### config.mk
export PLATFORM = sky130hd
export DESIGN_NAME = cpu_core_param
export DESIGN_NICKNAME = d
export VERILOG_FILES = /design/src/rtl/cpu_core_param.sv
export SDC_FILE = /design/constraint.sdc
export NUM_CORES = 1
export LEC_CHECK = 0
export BUFFER_PORTS_ARGS = -buffer_cell sky130_fd_sc_hd__buf_2
export CORE_UTILIZATION = 50
export CTS_CLUSTER_DIAMETER = 100
export DETAILED_ROUTE_END_ITERATION = 16
export GPL_TIMING_DRIVEN = 1
export PLACE_DENSITY = 0.67
export SYNTH_ARGS = -nofsm -noshare
export SYNTH_HDL_FRONTEND = slang
export SYNTH_SLANG_ARGS = --single-unit
### constraint.sdc
create_clock -name clk -period 11.7 [get_ports clk]
set_input_delay 3.51 -clock clk [delete_from_list [all_inputs] [get_ports clk]]
set_output_delay 3.51 -clock clk [all_outputs]
set_load 0.1 [all_outputs]
### src/rtl/cpu_core_param.sv
// cpu_core_param: parametrised accumulator CPU with valid/ready instruction fetch,
// internal data RAM, Z/C flags, conditional branches and halt.
module cpu_core_param #(
   parameter int DATA_W = 8,
   parameter int ADDR_W = 4
) (
   input  logic              clk,
   input  logic              reset,
   input  logic [DATA_W-1:0] inst,
   input  logic              inst_valid,
   output logic              inst_ready,
   output logic              Y,
   output logic [ADDR_W-1:0] PC,
   output logic [ADDR_W-1:0] MAR,
   output logic [DATA_W-1:0] MBR,
   output logic [DATA_W-1:0] ACC,
   output logic [7:0]        signal
);
   typedef enum logic [1:0] {FETCH, DECODE, EXEC, HALT} state_t;
   state_t state, state_nxt;
   logic [DATA_W-1:0] ram [2**ADDR_W];
   logic z, c;
   logic [3:0] op;
   logic [DATA_W-5:0] opnd;
   logic [DATA_W-1:0] imm, m, acc_nxt;
   logic [DATA_W:0] sum, dif;
   logic exec, ram_we, acc_we, c_we, c_nxt, jump;
   assign op = MBR[DATA_W-1 -: 4];
   assign opnd = MBR[DATA_W-5:0];
   assign imm = {4'b0, opnd};
   assign m = ram[MAR];
   assign sum = {1'b0, ACC} + {1'b0, m};
   assign dif = {1'b0, ACC} - {1'b0, m};
   assign exec = state == EXEC;
   assign inst_ready = state == FETCH;
   assign Y = z;
   assign ram_we = exec && op == 4'h3;
   assign c_we = exec && (op == 4'h4 || op == 4'h5);
   assign c_nxt = op == 4'h4 ? sum[DATA_W] : dif[DATA_W];
   assign jump = exec && (op == 4'hA || (op == 4'hB && z) || (op == 4'hC && c));
   assign signal = {c, jump, acc_we, ram_we, state == HALT, exec, state == DECODE, state == FETCH};
   always_comb begin
      acc_nxt = ACC;
      acc_we = exec;
      case (op)
         4'h1: acc_nxt = imm;
         4'h2: acc_nxt = m;
         4'h4: acc_nxt = sum[DATA_W-1:0];
         4'h5: acc_nxt = dif[DATA_W-1:0];
         4'h6: acc_nxt = ACC & m;
         4'h7: acc_nxt = ACC | m;
         4'h8: acc_nxt = ACC ^ m;
         4'h9: acc_nxt = ~ACC;
         default: acc_we = 1'b0;
      endcase
   end
   always_comb begin
      state_nxt = state;
      case (state)
         FETCH:   state_nxt = inst_valid ? DECODE : FETCH;
         DECODE:  state_nxt = op == 4'hF ? HALT : EXEC;
         EXEC:    state_nxt = FETCH;
         default: state_nxt = HALT;
      endcase
   end
   always_ff @(posedge clk or negedge reset)
      if (!reset) state <= FETCH;
      else state <= state_nxt;
   always_ff @(posedge clk or negedge reset) begin
      if (!reset) begin
         PC <= '0;
         MAR <= '0;
         MBR <= '0;
         ACC <= '0;
         z <= 1'b0;
         c <= 1'b0;
         for (int i = 0; i < 2**ADDR_W; i++) ram[i] <= '0;
      end else begin
         if (state == FETCH) MAR <= PC;
         if (state == FETCH && inst_valid) begin
            MBR <= inst;
            PC <= PC + ADDR_W'(1);
         end
         if (state == DECODE) MAR <= opnd[ADDR_W-1:0];
         if (exec && op == 4'h2) MBR <= m;
         if (acc_we) begin
            ACC <= acc_nxt;
            z <= acc_nxt == '0;
         end
         if (c_we) c <= c_nxt;
         if (ram_we) ram[MAR] <= ACC;
         if (jump) PC <= opnd[ADDR_W-1:0];
      end
   end
endmodule

== After elaboration in Yosys (flattened, before gate mapping) ==
Index checks and enable logic that the tools add are counted.
Operators by class
  reduce and logical (&&, ||, !) cells: 17
  eq/ne operators: 16
  add/sub/neg operators: 3
  magnitude comparators: 2
  muxes and demuxes: 18
  bitwise operators: 5
Operator list (count)
  $bwmux W128: 1
  $pmux W8 S8: 1
  $mux W8: 5
  $bmux W8 S4: 1
  $demux W8 S4: 1
  $eq A4 B4 Y1 const B: 6
  $eq A4 B3 Y1 const B: 4
  $mux W4: 4
  $add A8 B8 Y9: 1
  $sub A8 B8 Y9: 1
  $and A8 B8 Y8: 1
  $eq A4 B2 Y1 const B: 2
  $logic_and A1 B1 Y1: 8
  $logic_not A8 Y1: 1
  $not A8 Y8: 1
  $or A8 B8 Y8: 1
  $reduce_or A8 Y1: 1
  $xor A8 B8 Y8: 1
  $pmux W2 S3: 1
  $reduce_bool A2 Y1: 3
  $ge A5 B5 Y1 const B: 1
  $lt A5 B1 Y1 const B: 1
  $not A4 Y5: 1
  $add A4 B1 Y4 const B: 1
  6 further kinds: 12
Storage, ports and cells
  input port bits: 11
  word-level logic and storage cells: 84
  bits in registers: 156
  output and inout bits: 34

== Longest topological paths before layout ==
Gate-level depths: netlist of run 1.
  depth in word-level cells: 7
  mapped depth: 17
  depth with buffers taken out: 13

== Worst setup path before layout of run 1 ==
Ideal clock, no wire load.
  path kind: register -> output
  start: register state[0]
  end: output port signal[0]
  path buffers: 2
  cell stages (with the launch flop): 4
  setup slack: 5.763 ns
  arrival time: 2.427 ns
  required time: 8.190 ns
  path through: dfrtp_1 -> clkbuf_1 -> nor2_1 -> buf_4
On the way
  longest elaborated chain between the ends: 1
Ends and longest elaborated chain
  from (decl): RTL line 20  | state_t state, state_nxt;
  from (signal assigned): RTL line 68  | else state <= state_nxt;
  $logic_not A2 Y1
  to (decl): RTL line 17  | output logic [7:0] signal
No other way between the ends.

== Final worst setup path of run 1 ==
  start: register MBR[4]
  end: output port signal[4]
On the way
  longest elaborated chain between the ends: 2
Ends and longest elaborated chain
  from (decl): RTL line 15  | output logic [DATA_W-1:0] MBR,
  from (signal assigned): RTL line 81  | MBR <= inst;
  from (signal assigned): RTL line 85  | if (exec && op == 4'h2) MBR <= m;
  $eq A4 B2 Y1: RTL line 37  | assign ram_we = exec && op == 4'h3;
  $logic_and A1 B1 Y1: RTL line 37
No other way between the ends.

==> PnR_summary.wiki, run 1 <==
{| class="wikitable"
! Metric !! Value
|-
| Result of the run || finished, final reports clean
|-
| Number of global-route vias before repair || 6,029
|-
| GR met3 Demand/Resource || 0.03614
|-
| First DRT Iteration DRCs || 389
|-
| Data arrival time of the critical path || 2.75 ns
|-
| Final-report max-slew violation count || 0
|-
| Yosys top cell area share || 0.4636
|-
| Top fanout value on the critical path || 29
|-
| Area of the core || 16,520 um^2
|-
| Post-layout total power || 0.002462 W
|-
| Fraction of synthesis flops using an asynchronous set or reset pin || 1.000
|-
| Yosys synthesis warning count || 0
|-
| DP Wirelength || 14,300 um
|-
| Count of state elements after synthesis || 156
|-
| Setup repair bufs after CTS || 0
|-
| Area added between synthesis and finish || 9.777%
|-
| Post-route setup TNS || 0 ns
|-
| Placer's final routability congestion estimate || 0.8635
|-
| Final cycle utilization of the critical path || 0.5348
|-
| Die footprint || 17,360 um^2
|-
| Maximum single-stage delay on the critical path || 0.92 ns
|-
| WL per Instance || 21.16 um
|-
| Overflow left after global routing || 0
|-
| Initial standard-cell utilization of the core || 0.5096
|-
| Category of the worst setup path capture point || output port
|-
| RSZ-0062 raised after global routing || false
|-
| Met1 global-route usage || 0.3436
|-
| CTS tree || yes
|-
| Library cell with the highest instance count after synthesis || sky130_fd_sc_hd__dfrtp_1
|-
| Die X || 131.8 um
|-
| Std cell rows || 47
|-
| Met2 Track Usage GR || 0.4156
|-
| CTS sink count || 156
|-
| Period minus WS final || 6.257 ns
|-
| Hold Crit Class || reg -> reg
|-
| Buffer type at the clock tree root || sky130_fd_sc_hd__clkbuf_16
|-
| Worst Path Required || 8.19 ns
|-
| Clk_lat worst skew || 0.41 ns
|-
| Post-Layout Inst Area || 9244 um^2
|-
| Cell area after synthesis || 8421 um^2
|-
| Placed Instance Area || 8653 um^2
|-
| Number of resized instances in the post-cts repair step || 0
|-
| Static leakage || 4.295 nW
|-
| Critical-path top delay cell || sky130_fd_sc_hd__dfrtp_1
|-
| Clock-pin slew on the worst setup and hold paths || 0.06 ns
|-
| Antenna violations before repair || 0
|-
| PwrDens || 266.3 nW/um^2
|-
| Count of input and output buffers || 44
|-
| Total placed cells including tap cells || 946
|-
| Post-route insts no fill || 978
|-
| Library cell occupying the most area in the post-synthesis netlist || sky130_fd_sc_hd__dfrtp_1
|-
| Max rail drop VDD || 0.1705 mV
|-
| Worst slew pin tran || 1.138 ns
|-
| Pin count of the biggest net entering global routing || 103
|-
| Crit Path Class || reg -> out
|-
| Number of filler instances in the final layout || 1,408
|-
| Hold-fix buffer count after cts || 0
|-
| Maximum clock skew at final layout || 0.008212 ns
|-
| Most used routing layer in global routing || met2
|-
| Cell types with the largest area share after synthesis || sky130_fd_sc_hd__dfrtp_1 (46%), sky130_fd_sc_hd__mux2_2 (12%), sky130_fd_sc_hd__mux4_2 (6.2%)
|-
| Maximum operating frequency || 159.8 MHz
|-
| H-tree level count || 4
|-
| Clock tree buffer depth || 2
|-
| Wire length of the first global-routing pass || 33,750 um
|-
| Worst Reg2Reg Path Length in Cells || 13
|-
| WL final || 20,690 um
|-
| Number of library cell types mapped by synthesis || 67
|-
| Number of top-level design ports || 45
|-
| Routed vias/inst || 5.937
|-
| Number of max-capacitance violations reported || 0
|-
| Final Hold Vio Count || 0
|-
| Endpoints failing setup || 0
|-
| Number of instances in the synthesized netlist || 730
|-
| EDFF count, synth || 0
|-
| Floorplan die height || 131.8 um
|-
| Post-detailed-route DRC marker count || 0
|-
| Avg Synthesized Cell Area || 11.54 um^2
|-
| Number of clock buffers inserted by TritonCTS || 17
|-
| First-pass iteration count of the detailed router || 5
|-
| Count of antenna diodes in the layout || 0
|-
| Relative slew slack || 0.2306
|-
| Cells traversed along the worst timing path || nand2b_1 > nor4_2 > buf_2
|-
| Sequential share of the synthesized area || 0.4636
|-
| Count of antenna-violating nets left after detailed routing || 0
|-
| Via count || 5,806
|-
| Layout cell share with drive strength beyond 1 || 0.2744
|-
| Gr usage total || 0.2531
|-
| Leading post-synthesis cells by instance count || sky130_fd_sc_hd__dfrtp_1 (156), sky130_fd_sc_hd__mux2_2 (87), sky130_fd_sc_hd__nand2_1 (83)
|-
| Count of nets after finishing || 784
|-
| Most common flop cell mapped by yosys || sky130_fd_sc_hd__dfrtp_1
|-
| Net Count, Synth || 769
|-
| Critical Path Start Type || flip-flop
|-
| Worst hold path cell count || 2
|}
routing by layer:
layer,vias to the layer above,part of all wire
met5,-,0
met4,0,0.017
met3,25,0.046
met2,195,0.50
met1,2903,0.44
li1,2683,-
state kept, by name (all words and copies together), names as in the netlist:
signal	cells
ACC	8
MAR	4
MBR	8
PC	4
Y	1
c	1
ram	128
state	2
through the flow:
stage	worst slack, ns	hold slack (ns)	util
after floorplan	5.763	0.4416	-
after global placement	5.911	0.4568	0.5237
after detailed placement	5.921	0.4665	0.5237
after CTS	5.460	0.4801	0.5594
after global routing	5.217	0.5131	0.5594
final	5.443	0.4789	0.5594
final cells by class:
type | count | area [um^2] | area share
clock inverter | 12 | 133.9 | 0.01448
tap | 220 | 275.3 | 0.02978
sequential | 156 | 3905 | 0.4224
clock buffer | 20 | 456.7 | 0.04940
inverter | 23 | 86.33 | 0.009339
timing repair buffer | 50 | 271.5 | 0.02937
multi-input combinational | 497 | 4115 | 0.4452
path summary, 6_finish.rpt:
| kind | start | endpoint | slack, ns |
|---|---|---|---|
| max | MBR[4] | signal[4] | 5.44 |
| min in group asynchronous | reset | MBR[4] | 3.23 |
| min reg2reg | ram[61] | ram[61] | 0.48 |
| max in group asynchronous | reset | ram[72] | 7.20 |
| min | ram[61] | ram[61] | 0.48 |
| max reg2reg | MAR[1] | Y | 6.84 |
cell families (layout without fill, tap and decap cells):
kind of cell    after synthesis  count (layout)  synth area share
buf+inv                      77             105           0.04770
mux                         135             135            0.2256
simple gates                172             172           0.09643
flops                       156             156            0.4636
xor+xnor                      4               4          0.004161
compound gates              158             158            0.1192
fa+ha+maj                    28              28           0.04339
report_power, final:
group	switching (W)	internal [W]	leakage (nW)
registers	0.000175	0.000613	2.13
clock network	0.000226	0.000328	0.288
logic	0.000807	0.000312	1.87
total	0.00121	0.00125	4.29
cells in the final DEF, fill, tap and decap left out, drive strengths merged, types with 4 or more instances in the layout:
master,count
a22oi,10
o31ai,4
dfrtp,156
nor3,8
mux2,88
o221ai,5
a21oi,18
a211oi,5
mux2i,15
buf,50
nand2,84
nor2b,7
nor2,32
or3,5
nand2b,8
clkbuf,20
ha,26
o22ai,7
mux4,32
a221oi,6
o21ai,80
inv,27
clkinv,4
nand4,4
critical path, delay by kind of cell, from the launching register on:
family | cells | cell delay, ns
buffers and inverters | 1 | 0.55
AND/OR/NAND/NOR | 2 | 0.85
flip-flops | 1 | 0.92
Note: power is estimated with default switching activity, not from simulation.
==> run 2, diff against run 1 <==
--- a/config.mk
+++ b/config.mk
@@ -5,6 +5,7 @@
 export SDC_FILE = /design/constraint.sdc
 export NUM_CORES = 1
 export LEC_CHECK = 0
+export ABC_AREA = 1
 export BUFFER_PORTS_ARGS = -buffer_cell sky130_fd_sc_hd__buf_2
 export CORE_UTILIZATION = 50
 export CTS_CLUSTER_DIAMETER = 100
==> constraint.sdc (replaced) <==
create_clock -name clk -period 6.5 [get_ports clk]
set_input_delay 1.95 -clock clk [delete_from_list [all_inputs] [get_ports clk]]
set_output_delay 1.95 -clock clk [all_outputs]
set_load 0.1 [all_outputs]
==> run 2 against run 1 <==
Compared with the run above:
- setup slack got worse by 3.2 ns
- register-to-register slack got worse by 4.2 ns
- first-iteration DRC count rose by 66%
- utilization rose by 0.65 points
- sequential cell count did not move
- final cell count up 44%
- design area up 2.2%
- synthesized cell count grew 60%
- sequential share of layout area fell by 0.92 points
- sequential power increased by 54%
- synthesized area rose by 2.0%
==> PnR_summary.wiki, run 2 <==
{| class="wikitable"
! Metric !! Value
|-
| Number of instances in the synthesized netlist || 1,165
|-
| Commonest non-fill, non-tap cells in the layout || sky130_fd_sc_hd__nand2_1 (509), sky130_fd_sc_hd__dfrtp_1 (155), sky130_fd_sc_hd__o21ai_1 (96)
|-
| Net Count, Synth || 1,204
|-
| Leading post-synthesis cells by instance count || sky130_fd_sc_hd__nand2_1 (509), sky130_fd_sc_hd__dfrtp_1 (156), sky130_fd_sc_hd__o21ai_1 (96)
|-
| Avg Synthesized Cell Area || 7.375 um^2
|-
| Worst path most repeated cell || sky130_fd_sc_hd__inv_2
|-
| Clock network power share || 0.252
|-
| Area of the core || 16,700 um^2
|-
| Setup repair bufs after CTS || 0
|-
| CTS sink count || 156
|-
| Number of max-capacitance violations reported || 0
|-
| Count of input and output buffers || 44
|-
| Clk_lat worst skew || 0.43 ns
|-
| Worst Reg2Reg Path Length in Cells || 22
|-
| Cells traversed along the worst timing path || inv_2 > nand2_2 > nor2_2 > nor2_1 > nand3_1 > inv_2 > nor2_8 > buf_2
|-
| Placer's final routability congestion estimate || 0.9270
|-
| Library cell with the highest instance count after synthesis || sky130_fd_sc_hd__nand2_1
|-
| Top register by number of flip-flops || ram
|-
| Critical Path Start Type || flip-flop
|-
| Max rail drop VDD || 0.3447 mV
|-
| Worst slew pin tran || 1.006 ns
|-
| Pin count of the biggest net entering global routing || 108
|-
| Count of nets after finishing || 1,211
|-
| Buffer type at the clock tree root || sky130_fd_sc_hd__clkbuf_16
|-
| Layout cell share with drive strength beyond 1 || 0.09705
|-
| Data arrival time of the critical path || 2.33 ns
|-
| Yosys top cell area share || 0.4543
|-
| Area added between synthesis and finish || 9.990%
|-
| Die footprint || 17,710 um^2
|-
| Floorplan die height || 133.1 um
|-
| Result of the run || finished, final reports clean
|-
| Worst hold path cell count || 0
|-
| P_int || 0.002059 W
|-
| Period minus WS final || 4.276 ns
|-
| Number of clock buffers inserted by TritonCTS || 17
|-
| First DRT Iteration DRCs || 646
|-
| Cell types with the largest area share after synthesis || sky130_fd_sc_hd__dfrtp_1 (45%), sky130_fd_sc_hd__nand2_1 (22%), sky130_fd_sc_hd__o21ai_1 (5.6%)
|-
| WL final || 24,450 um
|-
| Register share of total power || 0.288
|-
| EDFF count, synth || 0
|-
| Via count || 7,702
|-
| Most common cell after layout, fill and taps aside || sky130_fd_sc_hd__nand2_1
|-
| Number of flip-flops in the largest register || 128
|-
| Overflow left after global routing || 0
|-
| Pre-CTS setup slack || 2.692 ns
|-
| Gr usage total || 0.2897
|-
| Clock-pin slew on the worst setup and hold paths || 0.06 ns
|-
| Count of antenna diodes in the layout || 0
|-
| Std cell rows || 47
|-
| Critical-path top delay cell || sky130_fd_sc_hd__dfrtp_1
|-
| Fraction of synthesis flops using an asynchronous set or reset pin || 1.000
|-
| Number of global-route vias before repair || 7,255
|-
| CTS tree || yes
|-
| Die X || 133.1 um
|-
| RSZ-0062 raised after global routing || false
|-
| WL per Instance || 17.40 um
|-
| Top fanout value on the critical path || 15
|-
| Number of resized instances in the post-cts repair step || 0
|-
| Maximum clock skew at final layout || 0.01208 ns
|-
| Hold-fix buffer count after cts || 0
|-
| Maximum operating frequency || 233.9 MHz
|-
| Relative slew slack || 0.3289
|-
| Largest registers || ram: 128 flops, ACC: 8 flops, MBR: 8 flops
|-
| Sequential share of the synthesized area || 0.4543
|-
| Post-Route Utilization || 0.5659
|-
| Most common flop cell mapped by yosys || sky130_fd_sc_hd__dfrtp_1
|-
| Post-route setup TNS || 0 ns
|-
| Maximum single-stage delay on the critical path || 0.48 ns
|-
| DP Wirelength || 16,500 um
|-
| Worst Path Required || 4.55 ns
|-
| Switching fraction of total power || 0.5097
|-
| H-tree level count || 4
|-
| Count of state elements after synthesis || 156
|-
| Worst Slack Setup Final || 2.224 ns
|-
| Final-report max-slew violation count || 0
|-
| PwrDens || 444.4 nW/um^2
|-
| Wire length of the first global-routing pass || 39,380 um
|-
| First-pass iteration count of the detailed router || 5
|-
| Antenna violations before repair || 0
|-
| Number of library cell types mapped by synthesis || 37
|-
| Final cycle utilization of the critical path || 0.6578
|-
| Initial standard-cell utilization of the core || 0.5145
|-
| Static leakage || 4.785 nW
|-
| Routed vias/inst || 5.482
|-
| Category of the worst setup path capture point || output port
|-
| Endpoints failing setup || 0
|-
| Cell area after synthesis || 8592 um^2
|-
| Clock tree buffer depth || 2
|-
| Hold Crit Class || reg -> reg
|-
| Post-detailed-route DRC marker count || 0
|-
| Part of the total power dissipated in combinational logic || 0.460
|-
| Library cell occupying the most area in the post-synthesis netlist || sky130_fd_sc_hd__dfrtp_1
|-
| Psw || 0.002140 W
|-
| Count of antenna-violating nets left after detailed routing || 0
|-
| Final Hold Vio Count || 0
|-
| Yosys synthesis warning count || 0
|-
| Crit Path Class || reg -> out
|-
| Number of top-level design ports || 45
|}
-- run 2: cell types whose count changed in the layout (fill, tap and decap cells not counted), sizes merged, moves of 7 or more --
cell and delta:
nor2 +26, nand2 +442, mux2i -15, nand3 +46, nand2b -8, o21ai +66
mux2 -88, nor2b -7, inv +46, mux4 -32
-- run 2: metal layers --
| layer | track usage | share of wire |
|---|---|---|
| met1 | 0.4031 | 0.46 |
| met2 | 0.4625 | 0.47 |
| met3 | 0.05134 | 0.056 |
| met4 | 0.08429 | 0.018 |
| met5 | 0 | 0 |
-- run 2: per-stage QoR --
stage	hold WS, ns	power (W)	instances	cell area [um^2]
after global placement	0.4030	0.003127	1373	8821
after floorplan	0.4534	0.002718	1165	8592
after CTS	0.4338	0.004190	1405	9450
after detailed placement	0.4173	0.003134	1373	8821
final	0.4383	0.004200	1405	9450
after global routing	0.4640	0.004388	1405	9450
-- run 2: layout make-up --
class	count	area (um^2)
timing repair buffer	48	256.5
inverter	73	274.0
clock inverter	11	158.9
sequential	156	3905
multi-input combinational	876	4110
tap	220	275.3
fill	1595	7251
clock buffer	21	470.5
-- run 2: cell families after synthesis --
family                   count (synthesis)  share of synthesized area
AO/OA/AOI/OAI                          194                     0.1220
XOR/XNOR                                 4                   0.004078
adder cells (fa/ha/maj)                 28                    0.04252
buffers and inverters                  133                    0.06728
flip-flops                             156                     0.4543
AND/OR/NAND/NOR                        650                     0.3097
-- run 2: power groups by stage --
| stage | combinational, W | clock, W | sequential [W] |
|---|---|---|---|
| 2_1_floorplan | 0.00106 | 0 | 0.00166 |
| 3_3_place_gp | 0.00191 | 0 | 0.00122 |
| 3_5_place_dp | 0.00191 | 0 | 0.00122 |
| 4_1_cts | 0.00192 | 0.00107 | 0.00121 |
| 5_1_grt | 0.00206 | 0.00110 | 0.00123 |
| 6_report | 0.00193 | 0.00106 | 0.00121 |
-- run 2: worst paths after layout --
path | end | slack, ns | from
setup reg to reg | Y | 2.68 | MAR[0]
min in group asynchronous | ram[26] | 1.65 | reset
setup / recovery | signal[5] | 2.22 | MBR[5]
max in group asynchronous | ram[96] | 3.66 | reset
hold / removal | state[1] | 0.44 | state[0]
hold reg to reg | state[1] | 0.44 | state[0]
-- run 2: critical path: cells and delay by family (launching register included) --
kind                   cells  cell delay (ns)
buffers and inverters      3             0.71
AND/OR/NAND/NOR            5             0.71
flip-flops                 1             0.48
